==> src/rtl/ballot_controller.sv <==
// Polling-station ballot controller: sequences officer authorization, one
// candidate choice per voter, vote strobes to the tally block and session close.
module ballot_controller #(
    parameter int TIMEOUT    = 32,
    parameter int MAX_VOTERS = 15
) (
    input  logic       clk,
    input  logic       reset,
    input  logic       open_poll,
    input  logic       close_poll,
    input  logic       voter_auth,
    input  logic       btn_A,
    input  logic       btn_B,
    input  logic       btn_C,
    output logic       vote_A,
    output logic       vote_B,
    output logic       vote_C,
    output logic       ready_led,
    output logic       poll_open,
    output logic       poll_done,
    output logic       err_multi,
    output logic       err_timeout,
    output logic [7:0] ballots_cast
);

    typedef enum logic [2:0] {
        ST_CLOSED,
        ST_IDLE,
        ST_ARMED,
        ST_COMMIT,
        ST_RELEASE,
        ST_FINAL
    } state_t;

    localparam logic [7:0] TIMER_LAST = 8'(TIMEOUT - 1);
    localparam logic [7:0] MAX_COUNT  = 8'(MAX_VOTERS);

    state_t      state_reg, state_next;
    logic        pending_reg, pending_next;
    logic [7:0]  timer_reg, timer_next;
    logic [7:0]  ballots_reg, ballots_next;
    logic [2:0]  sel_reg, sel_next;
    logic        auth_prev_reg;
    logic [2:0]  vote_reg, vote_next;
    logic        ready_reg, open_reg, done_reg;
    logic        err_multi_reg, err_multi_next;
    logic        err_timeout_reg, err_timeout_next;

    logic [2:0]  buttons;
    logic        any_button;
    logic        single_button;
    logic        auth_rise;

    assign buttons       = {btn_A, btn_B, btn_C};
    assign any_button    = |buttons;
    assign single_button = $onehot(buttons);
    assign auth_rise     = voter_auth & ~auth_prev_reg;

    always_comb begin
        state_next       = state_reg;
        pending_next     = pending_reg;
        timer_next       = timer_reg;
        ballots_next     = ballots_reg;
        sel_next         = sel_reg;
        err_multi_next   = 1'b0;
        err_timeout_next = 1'b0;

        case (state_reg)
            ST_CLOSED: begin
                pending_next = 1'b0;
                if (open_poll) begin
                    state_next = ST_IDLE;
                end
            end
            ST_IDLE: begin
                if (close_poll) begin
                    state_next = ST_FINAL;
                end else if (auth_rise && !any_button) begin
                    state_next = ST_ARMED;
                    timer_next = 8'd0;
                end
            end
            ST_ARMED: begin
                if (close_poll) begin
                    pending_next = 1'b1;
                end
                // A valid press beats a timeout expiring in the same cycle
                if (single_button) begin
                    state_next   = ST_COMMIT;
                    sel_next     = buttons;
                    ballots_next = ballots_reg + 8'd1;
                end else if (timer_reg == TIMER_LAST) begin
                    err_timeout_next = 1'b1;
                    state_next = (pending_reg || close_poll) ? ST_FINAL : ST_IDLE;
                end else begin
                    timer_next     = timer_reg + 8'd1;
                    err_multi_next = any_button;
                end
            end
            ST_COMMIT: begin
                if (close_poll) begin
                    pending_next = 1'b1;
                end
                state_next = ST_RELEASE;
            end
            ST_RELEASE: begin
                if (pending_reg || close_poll || ballots_reg == MAX_COUNT) begin
                    state_next = ST_FINAL;
                end else if (!any_button) begin
                    state_next = ST_IDLE;
                end
            end
            ST_FINAL: begin
                state_next = ST_FINAL;
            end
            default: begin
                state_next = ST_CLOSED;
            end
        endcase

        vote_next = (state_next == ST_COMMIT) ? sel_next : 3'b000;
    end

    // Outputs are registered from the next-state decode so they track the state register exactly
    always_ff @(posedge clk or posedge reset) begin
        if (reset) begin
            state_reg       <= ST_CLOSED;
            pending_reg     <= 1'b0;
            timer_reg       <= 8'd0;
            ballots_reg     <= 8'd0;
            sel_reg         <= 3'b000;
            auth_prev_reg   <= 1'b0;
            vote_reg        <= 3'b000;
            ready_reg       <= 1'b0;
            open_reg        <= 1'b0;
            done_reg        <= 1'b0;
            err_multi_reg   <= 1'b0;
            err_timeout_reg <= 1'b0;
        end else begin
            state_reg       <= state_next;
            pending_reg     <= pending_next;
            timer_reg       <= timer_next;
            ballots_reg     <= ballots_next;
            sel_reg         <= sel_next;
            auth_prev_reg   <= voter_auth;
            vote_reg        <= vote_next;
            ready_reg       <= (state_next == ST_ARMED);
            open_reg        <= (state_next == ST_IDLE)   || (state_next == ST_ARMED) ||
                               (state_next == ST_COMMIT) || (state_next == ST_RELEASE);
            done_reg        <= (state_next == ST_FINAL);
            err_multi_reg   <= err_multi_next;
            err_timeout_reg <= err_timeout_next;
        end
    end

    assign vote_A       = vote_reg[2];
    assign vote_B       = vote_reg[1];
    assign vote_C       = vote_reg[0];
    assign ready_led    = ready_reg;
    assign poll_open    = open_reg;
    assign poll_done    = done_reg;
    assign err_multi    = err_multi_reg;
    assign err_timeout  = err_timeout_reg;
    assign ballots_cast = ballots_reg;

endmodule

==> config.mk <==
export PLATFORM = sky130hd
export DESIGN_NAME = ballot_controller
export DESIGN_NICKNAME = d
export VERILOG_FILES = /design/src/rtl/ballot_controller.sv
export SDC_FILE = /design/constraint.sdc
export NUM_CORES = 1
export LEC_CHECK = 0
export CAP_MARGIN = 10
export CORE_MARGIN = 2
export CORE_UTILIZATION = 41
export DETAILED_ROUTE_END_ITERATION = 12
export DONT_BUFFER_PORTS = 1
export PLACE_DENSITY = 0.59
export SYNTH_ARGS = -nofsm -noshare
export SYNTH_HDL_FRONTEND = slang
export SYNTH_SLANG_ARGS = --single-unit
==> constraint.sdc <==
create_clock -name clk -period 3.6 [get_ports clk]
set_clock_uncertainty 0.2 [all_clocks]
set_input_delay 0.54 -clock clk [delete_from_list [all_inputs] [get_ports clk]]
set_output_delay 0.54 -clock clk [all_outputs]
set_load 0.02 [all_outputs]
# ---- After elaboration in Yosys (flattened, before gate mapping)
# Cells that the tools add are included.
dict set report totals {
  register_bits 32
  in_bits 8
  output_inout_bits 16
  word_cells 76
}
dict set report classes {
  n_addsub 4
  eq_ne 18
  mux 25
  bitwise_logic 2
  n_reduce_logical 15
}
# cell count
set ops {}
lappend ops {{2-to-1 mux 3 bit} 11}
lappend ops {{2-to-1 mux 8 bit} 4}
lappend ops {{one-hot mux 3 bit (6 select lines)} 1}
lappend ops {{adder 8 x 1 -> 8 bit (second input constant)} 2}
lappend ops {{one-hot mux 8 bit (2 select lines)} 1}
lappend ops {{== test 3 x 2 -> 1 bit (second input constant)} 4}
lappend ops {{== test 3 bit (second input constant)} 4}
lappend ops {{== test 8 x 4 -> 1 bit (second input constant)} 1}
lappend ops {{== test 8 x 5 -> 1 bit (second input constant)} 1}
lappend ops {{!= test 2 bit (second input constant)} 4}
lappend ops {{2-to-1 mux 1 bit} 7}
lappend ops {{== test 3 x 1 -> 1 bit (second input constant)} 2}
lappend ops {{logical OR 1 bit} 5}
lappend ops {{AND reduction 5 bit} 1}
lappend ops {{AND reduction 2 bit} 2}
lappend ops {{nonzero test 2 bit} 2}
lappend ops {{logical NOT 3 bit} 1}
lappend ops {{OR reduction 3 bit} 1}
lappend ops {{adder 1 x 1 -> 2 bit} 1}
lappend ops {{adder 2 x 1 -> 2 bit} 1}
lappend ops {{== test 2 x 1 -> 1 bit (second input constant)} 1}
lappend ops {{!= test 2 x 1 -> 1 bit (second input constant)} 1}
lappend ops {{one-hot mux 1 bit (2 select lines)} 1}
lappend ops {{OR reduction 2 bit} 1}
lappend ops {{4 further kinds} 4}

# ---- Depth between registers and ports, before layout
# Gate-level depths: netlist of run 1.
dict set report logic_depth {
  ltp_word 10
  ltp_mapped 7
  depth_no_buf 6
}

# ---- Worst setup path after synthesis of run 1
# Ideal clock, no wire load.
dict set report synth_timing {
  path_type {input to register}
  from {input btn_A}
  to {register timer_reg[3]}
  setup_time_ps 130
  t_arrival_ps 1923
  required_time_ps 3270
  path_slack_ps 1347
  cell_stages 7
  n_path_buf 1
  cell_sequence {fa_1 -> nor2b_1 -> nand2_2 -> o21ai_4 -> or2_1 -> buf_6 -> o31ai_2}
}
dict set report synth_between {
  elab_chain_len 5
  word_cells_on_any_way 8
  cone_classes {add/sub: 1; eq/ne: 3; reduce/logical: 4}
}
# item line
set synth_lines {}
lappend synth_lines {{start: declaration} 12} ;# input logic btn_A,
lappend synth_lines {{branches (longest 4 deep; another with adder 2 x 1 -> 2 bit)} n/a}
lappend synth_lines {{AND reduction 5 bit (no source line) *} n/a}
lappend synth_lines {{end signal: assignment} 142} ;# timer_reg <= timer_next;
lappend synth_lines {{end: declaration} 40} ;# logic [7:0] timer_reg, timer_next;
# Mark *: on every way between the ends.
# A chain may end at the register's enable or synchronous reset.

# ---- Worst setup path after layout of run 1
dict set report layout_timing {
  from {input btn_A}
  to {register timer_reg[5]}
}
# The elaborated chain is that of the path after synthesis.

==> results of run 1 <==
==> cell usage in the layout (no fill, tap or decap), types with 2 or more instances in the layout <==
cell type / instances
o31ai_2: 3
nand2_1: 12
xor2_1: 4
xnor2_1: 4
and2_1: 2
inv_1: 3
nor4_1: 2
a21oi_1: 2
nand2b_1: 4
dfrtp_1: 29
o21ai_0: 11
nor2b_1: 4
nand3_1: 7
clkbuf_4: 5
a31oi_1: 2
nor3_1: 3
nor2_1: 6
o21ai_1: 3
and3_1: 9
ha_1: 2
==> what timing repair did <==
| item | 4_1_cts | 5_1_grt |
|---|---|---|
| hold endpoints to repair | 0 | 4 |
| resized for setup | 0 | 0 |
| hold buffers | 0 | 1 |
==> worst max-delay path: cells and delay by family <==
| family | cells | cell delay (ps) |
|---|---|---|
| compound gates | 2 | 300 |
| fa+ha+maj | 1 | 550 |
| simple gates | 3 | 860 |
==> metrics by stage <==
stage,cell area [µm²],instances,utilization (%),hold slack (ps),worst slack [ps]
6_report,1590,187,47.4,40.3,1370
5_1_grt,1590,187,47.4,15.5,1230
4_1_cts,1560,185,46.2,28.5,1420
3_5_place_dp,1470,177,43.6,259,1050
3_3_place_gp,1470,177,43.6,257,1140
2_1_floorplan,1440,134,-,238,1350
==> final cells by class <==
| type | count | area (µm²) | share of cell area (%) |
|---|---|---|---|
| clock buffers | 6 | 51.3 | 3.22 |
| clock inverters | 2 | 37.5 | 2.36 |
| inverters | 3 | 11.3 | 0.707 |
| multi-input cells | 99 | 672 | 42.2 |
| flip-flops and latches | 29 | 726 | 45.6 |
| well taps | 46 | 57.6 | 3.61 |
| repair buffers | 2 | 37.5 | 2.36 |
==> layer usage <==
layer / vias up / global-route usage [%] / share of wire [%]
met4: 0 / 6.52 / 1.3
li1: 488 / - / -
met5: - / 0 / 0
met3: 5 / 4.82 / 4.8
met1: 519 / 21.0 / 46
met2: 25 / 26.1 / 48
==> cells in the mapped netlist, drive strengths merged, types with 2 or more instances <==
cell type   n  area share (%)
nand2b      4             1.7
xor2        4             2.4
inv         3            0.78
o21ai      15             6.0
o31ai       4             3.1
and2        2            0.87
a31oi       3             2.3
or3         2             1.2
and3        9             3.9
or2         2            0.87
nor2b       4             1.7
buf         3             2.1
nand3       7             2.4
xnor2       4             2.4
ha          2             1.7
nor4        2            0.87
nor3        5             2.9
nand2      13             3.6
dfrtp      29              50
nor2        6             1.6
a21oi       2            0.70
==> power groups by stage <==
stage	Combinational (mW)	Clock (mW)	Sequential [mW]
3_3_place_gp	0.0739	0	0.373
5_1_grt	0.0925	0.310	0.370
3_5_place_dp	0.0746	0	0.373
2_1_floorplan	0.0668	0	0.367
6_report	0.0795	0.285	0.367
4_1_cts	0.0750	0.292	0.367
==> kinds of logic (layout without fill, tap and decap cells) <==
kind of cell / Yosys count / in the layout / synth area share, %
AOI/OAI and AO/OA: 28 / 28 / 14.4
adders and majority gates: 3 / 3 / 3.13
DFF: 29 / 29 / 50.4
buffers and inverters: 6 / 13 / 2.87
xor gates and xnor gates: 8 / 8 / 4.87
and+or+nand+nor: 60 / 60 / 24.3
==> worst max-delay path by stage <==
stage	start	end	slack, ps
after floorplan	btn_A	timer_reg[3]	1350
after global placement	btn_A	timer_reg[5]	1140
after detailed placement	btn_A	timer_reg[5]	1050
after CTS	btn_A	timer_reg[5]	1420
after global routing	btn_A	timer_reg[5]	1230
final	btn_A	timer_reg[5]	1370
==> out/metrics.csv, run 1 <==
stage,metric,value,unit
sta,rsz0062_at_grt,no,
power,pwr-share-seq,50.2,%
grt,grt_pass1_vias,1067,
worst_hold_path,hold_depth,0,
route,first_pass_iters,4,
sta,slew_headroom,60.8,%
place,gp_congestion,0.787,
worst_hold_path,min-delay-start,voter_auth,
yosys,ys_seq_area_share,50.4,%
floorplan,num_rows,21,
setup_path,crit_chain,fa_1 -> nor2b_1 -> nand2_2 -> o21ai_4 -> or2_1 -> o21ai_1,
clocking,postCtsSetupRepairBufs,0,
cells_and_area,fillCellCount,337,
clocking,cts_sinks,29,
power,leakage,0.727,nW
power,netSwitchingPower,0.187,mW
setup_path,crit_required,3620,ps
yosys,ys_types,40,
floorplan,die-height,63.2,µm
yosys,syn_inst,134,
power,total_power,0.731,mW
setup_path,crit_path_end_kind,flop,
floorplan,die_area,4000,µm²
sta,finalHoldViolCount,0,
yosys,ys.flop_type,dfrtp_1,
cells_and_area,n_antenna_cell,0,
floorplan,start_util,42.8,%
grt,antenna_found_initial,0,
power,ir_drop,0.194,mV
place,portBuffers,0,
sta,worst_slew_pin_slew,586,ps
route,drt-wirelength-per-cell,15.5,µm
yosys,synth_edf_count,0,
power,swShare,25.6,%
route,wl,2890,µm
setup_path,rrSetupSlack,1420,ps
floorplan,core,3360,µm²
clocking,cts-root-buf,clkbuf_4,
route,vias_per_cell,5.55,
yosys,avgSynthCellArea,10.7,µm²
grt,grt_max_degree,30,
sta,max_freq,0.449,GHz
yosys,ys.warnings.count,0,
route,vias,1037,
floorplan,pin_count,24,
power,powerDensity,459,nW/µm²
cells_and_area,layout-drive-gt1-share,14.9,%
setup_path,path_class,in2reg,
power,internal-power,0.544,mW
floorplan,die_w,63.2,µm
yosys,synth-seq-cells,29,
route,drtIter0Drc,84,
setup_path,reg2reg_from,state_reg[1],
grt,grt_usage,16.4,%
sta,finalSetupViolCount,0,
route,drc,0,
place,hpwl,2050,µm
clocking,h-tree-depth,2,
power,combPwrFrac,10.9,%
clocking,cts_buffer_depth,2,
sta,min_period,2230,ps
run,drv_cap,0,
setup_path,start_kind,input pin,
yosys,synthArstFlopShare,100,%
power,clkPwrFrac,38.9,%
setup_path,slowest_delay,550,ps
grt,grt_pass1_wl,5110,µm
status,outcome,"complete, no violations",
sta,final_max_slew_viol_count,0,
yosys,syn_area,1440,µm²
route,ant_nets,0,
worst_hold_path,timing.hold.worst_endpoint,auth_prev_reg,
clocking,clock_latency,330,ps
setup_path,timing.rr.end,timer_reg[5],
sta,fin_tns_setup,0,ps
clocking,path_clk_slew,100,ps
clocking,cts_tree,yes,
setup_path,cp_data_arrival_time,2250,ps
setup_path,reg2reg_depth,5,
grt,grt_overflow_total,0,
sta,timing.final.crit_share,61.9,%
cells_and_area,syn_to_final_growth,10.7,%
yosys,postSynthNetCount,145,
setup_path,cp_max_fo,10,
worst_hold_path,hold_path.class,in2reg,
setup_path,cp_slowest_cell,fa_1,
clocking,cts_made_buffers,5,
cells_and_area,layout.nets,151,
Note: power is estimated with default switching activity, not from simulation.
==> run 2: changes to the inputs <==
PLACE_DENSITY = 0.61   (was 0.59)
clock period = 1.9 ns   (was 3.6 ns; I/O delays follow)
==> out/metrics.csv, run 2 (synthesis gave the netlist of run 1 again) <==
stage,metric,value,unit,change
sta,final_max_slew_viol_count,0,,unchanged
cells_and_area,layout.nets,188,,was 151
worst_hold_path,min-delay-start,btn_C,,was voter_auth
sta,min_period,1870,ps,
grt,met1_usage,21.5,%,was 21.0%
clocking,cts_tree,yes,,unchanged
clocking,cts_made_buffers,5,,unchanged
sta,finalHoldViolCount,0,,unchanged
cells_and_area,finalInstanceArea,1880,µm²,was 1590 µm²
floorplan,num_rows,21,,unchanged
place,dpl_cell_area,1730,µm²,was 1470 µm²
floorplan,start_util,42.8,%,unchanged
cells_and_area,multi_input_area,702,µm²,was 672 µm²
power,leakage,0.920,nW,was 0.727 nW
cells_and_area,fillCellCount,321,,was 337
clocking,clock_latency,350,ps,was 330 ps
cells_and_area,stdcell_count,224,,was 187
place,portBuffers,0,,unchanged
route,wl,3180,µm,was 2890 µm
setup_path,reg2reg_from,state_reg[2],,was state_reg[1]
sta,max_freq,0.534,GHz,
grt,use_met2,29.7,%,was 26.1%
clocking,path_clk_slew,90,ps,was 100 ps
grt,top_usage_layer,met2,,unchanged
setup_path,start_kind,flop,,was input pin
floorplan,core,3360,µm²,unchanged
place,hpwl,2330,µm,was 2050 µm
route,drt-wirelength-per-cell,14.2,µm,was 15.5 µm
grt,antenna_found_initial,0,,unchanged
setup_path,cp_data_arrival_time,1940,ps,was 2250 ps
cells_and_area,syn_to_final_growth,30.4,%,was 10.7%
grt,use_met3,5.00,%,was 4.82%
power,powerDensity,717,nW/µm²,was 459 nW/µm²
cells_and_area,layout_common_cells,"buf_4 (33), dfrtp_1 (28), nand2_1 (12), and3_1 (8)",,"was dfrtp_1 (29), nand2_1 (12), o21ai_0 (11), and3_1 (9), nand3_1 (7)"
worst_hold_path,timing.hold.worst_endpoint,err_multi,,was auth_prev_reg
clocking,cts-root-buf,clkbuf_4,,unchanged
cells_and_area,n_antenna_cell,0,,unchanged
grt,grt_overflow_total,0,,unchanged
grt,grt_max_degree,30,,unchanged
sta,rsz0062_at_grt,yes,,was no
grt,grt_pass1_vias,1266,,was 1067
power,ir_drop,0.290,mV,was 0.194 mV
route,vias_per_cell,5.06,,was 5.55
grt,grt_pass1_wl,5640,µm,was 5110 µm
setup_path,cp_max_fo,7,,was 10
sta,slew_headroom,72.6,%,was 60.8%
grt,grt_usage,18.4,%,was 16.4%
clocking,cts_buffer_depth,2,,unchanged
floorplan,pin_count,24,,unchanged
setup_path,crit_chain,or3b_4 -> a31oi_4 -> o21ai_4 -> or2_4 -> o31ai_2,,was fa_1 -> nor2b_1 -> nand2_2 -> o21ai_4 -> or2_1 -> o21ai_1
cells_and_area,final_common_cell,buf_4,,was dfrtp_1
floorplan,die-height,63.2,µm,unchanged
clocking,h-tree-depth,2,,unchanged
setup_path,reg2reg_depth,5,,unchanged
status,outcome,"complete, no violations",,unchanged
worst_hold_path,hold_depth,3,,was 0
floorplan,die_w,63.2,µm,unchanged
setup_path,cp_slowest_cell,dfrtp_2,,was fa_1
setup_path,slowest_delay,440,ps,was 550 ps
cells_and_area,seqCellArea,727,µm²,was 726 µm²
setup_path,timing.rr.end,timer_reg[3],,was timer_reg[5]
worst_hold_path,hold_path.class,in2reg,,unchanged
sta,worst_slew_pin_slew,408,ps,was 586 ps
run,drv_cap,0,,unchanged
route,ant_nets,0,,unchanged
route,drc,0,,unchanged
floorplan,die_area,4000,µm²,unchanged
route,vias,1134,,was 1037
route,first_pass_iters,4,,unchanged
place,gp_congestion,0.906,,was 0.787
cells_and_area,layout-drive-gt1-share,33.7,%,was 14.9%
setup_path,crit_path_end_kind,flop,,unchanged
sta,fin_tns_setup,0,ps,unchanged
clocking,cts_sinks,29,,unchanged
place,placedCellCount,209,,was 177
sta,timing.final.crit_share,98.6,%,
setup_path,rrSetupSlack,30,ps,was 1420 ps
route,drtIter0Drc,64,,was 84
sta,finalSetupViolCount,0,,unchanged
setup_path,crit_required,1960,ps,was 3620 ps
setup_path,path_class,reg2reg,,was in2reg
[run 2: critical path, delay by kind of cell (launching register included)]
family           cells  cell delay (ps)
flip-flops           1              440
AO/OA/AOI/OAI        3              460
AND/OR/NAND/NOR      2              670
[run 2: through the flow]
| stage | power, mW | util (%) | hold WS (ps) | setup slack (ps) |
|---|---|---|---|---|
| 6_report | 1.35 | 55.8 | 18.2 | 27.1 |
| 5_1_grt | 1.41 | 55.8 | 33.7 | -43.8 |
| 4_1_cts | 1.35 | 55.3 | 27.5 | 11.9 |
| 3_5_place_dp | 0.905 | 51.3 | 74.7 | -102 |
| 3_3_place_gp | 0.897 | 51.3 | 63.3 | -57.2 |
| 2_1_floorplan | 0.827 | - | 116 | -73.1 |
[run 2: report_power, final]
group,leakage (nW),internal [mW],switching (mW)
combinational,0.496,0.111,0.113
clock,0.0413,0.214,0.229
sequential,0.382,0.651,0.0273
total,0.920,0.976,0.370
[run 2: worst max-delay path by stage]
stage                             from         endpoint  slack [ps]
after detailed placement         btn_A     timer_reg[4]        -100
final                     state_reg[2]     timer_reg[3]          30
after global placement           btn_A  ballots_cast[7]         -60
after floorplan           state_reg[2]     timer_reg[6]         -70
after global routing      state_reg[2]     timer_reg[6]         -40
after CTS                 state_reg[2]     timer_reg[3]          10
[run 2: layout make-up]
class	count	share of cell area, %
Timing Repair Buffer	39	16.5
Tap cell	46	3.07
Sequential cell	29	38.7
Clock buffer	7	3.47
Clock inverter	1	0.267
Inverter	3	0.600
Multi-Input combinational cell	99	37.4
[run 2: what timing repair did]
item / CTS / global route
buffers inserted: 1 / 1
pin swaps: 2 / 0
endpoints found under the hold margin: 33 / 0
hold buffers: 5 / 0
endpoints found under the setup margin: 8 / 8
resized for setup: 6 / 4
[run 2: layer usage]
metal / share of wire (%) / wire length [µm] / up-vias
met2: 50 / 1580 / 22
met5: 0 / 0 / -
met4: 3.1 / 97 / 0
met3: 4.2 / 133 / 8
li1: - / - / 566
met1: 43 / 1370 / 538
==> run 3: changes to the inputs <==
SLEW_MARGIN = 10   (was not set)
==> results of run 3 <==
The final DEF is identical to that of run 2; final timing and power are the same.
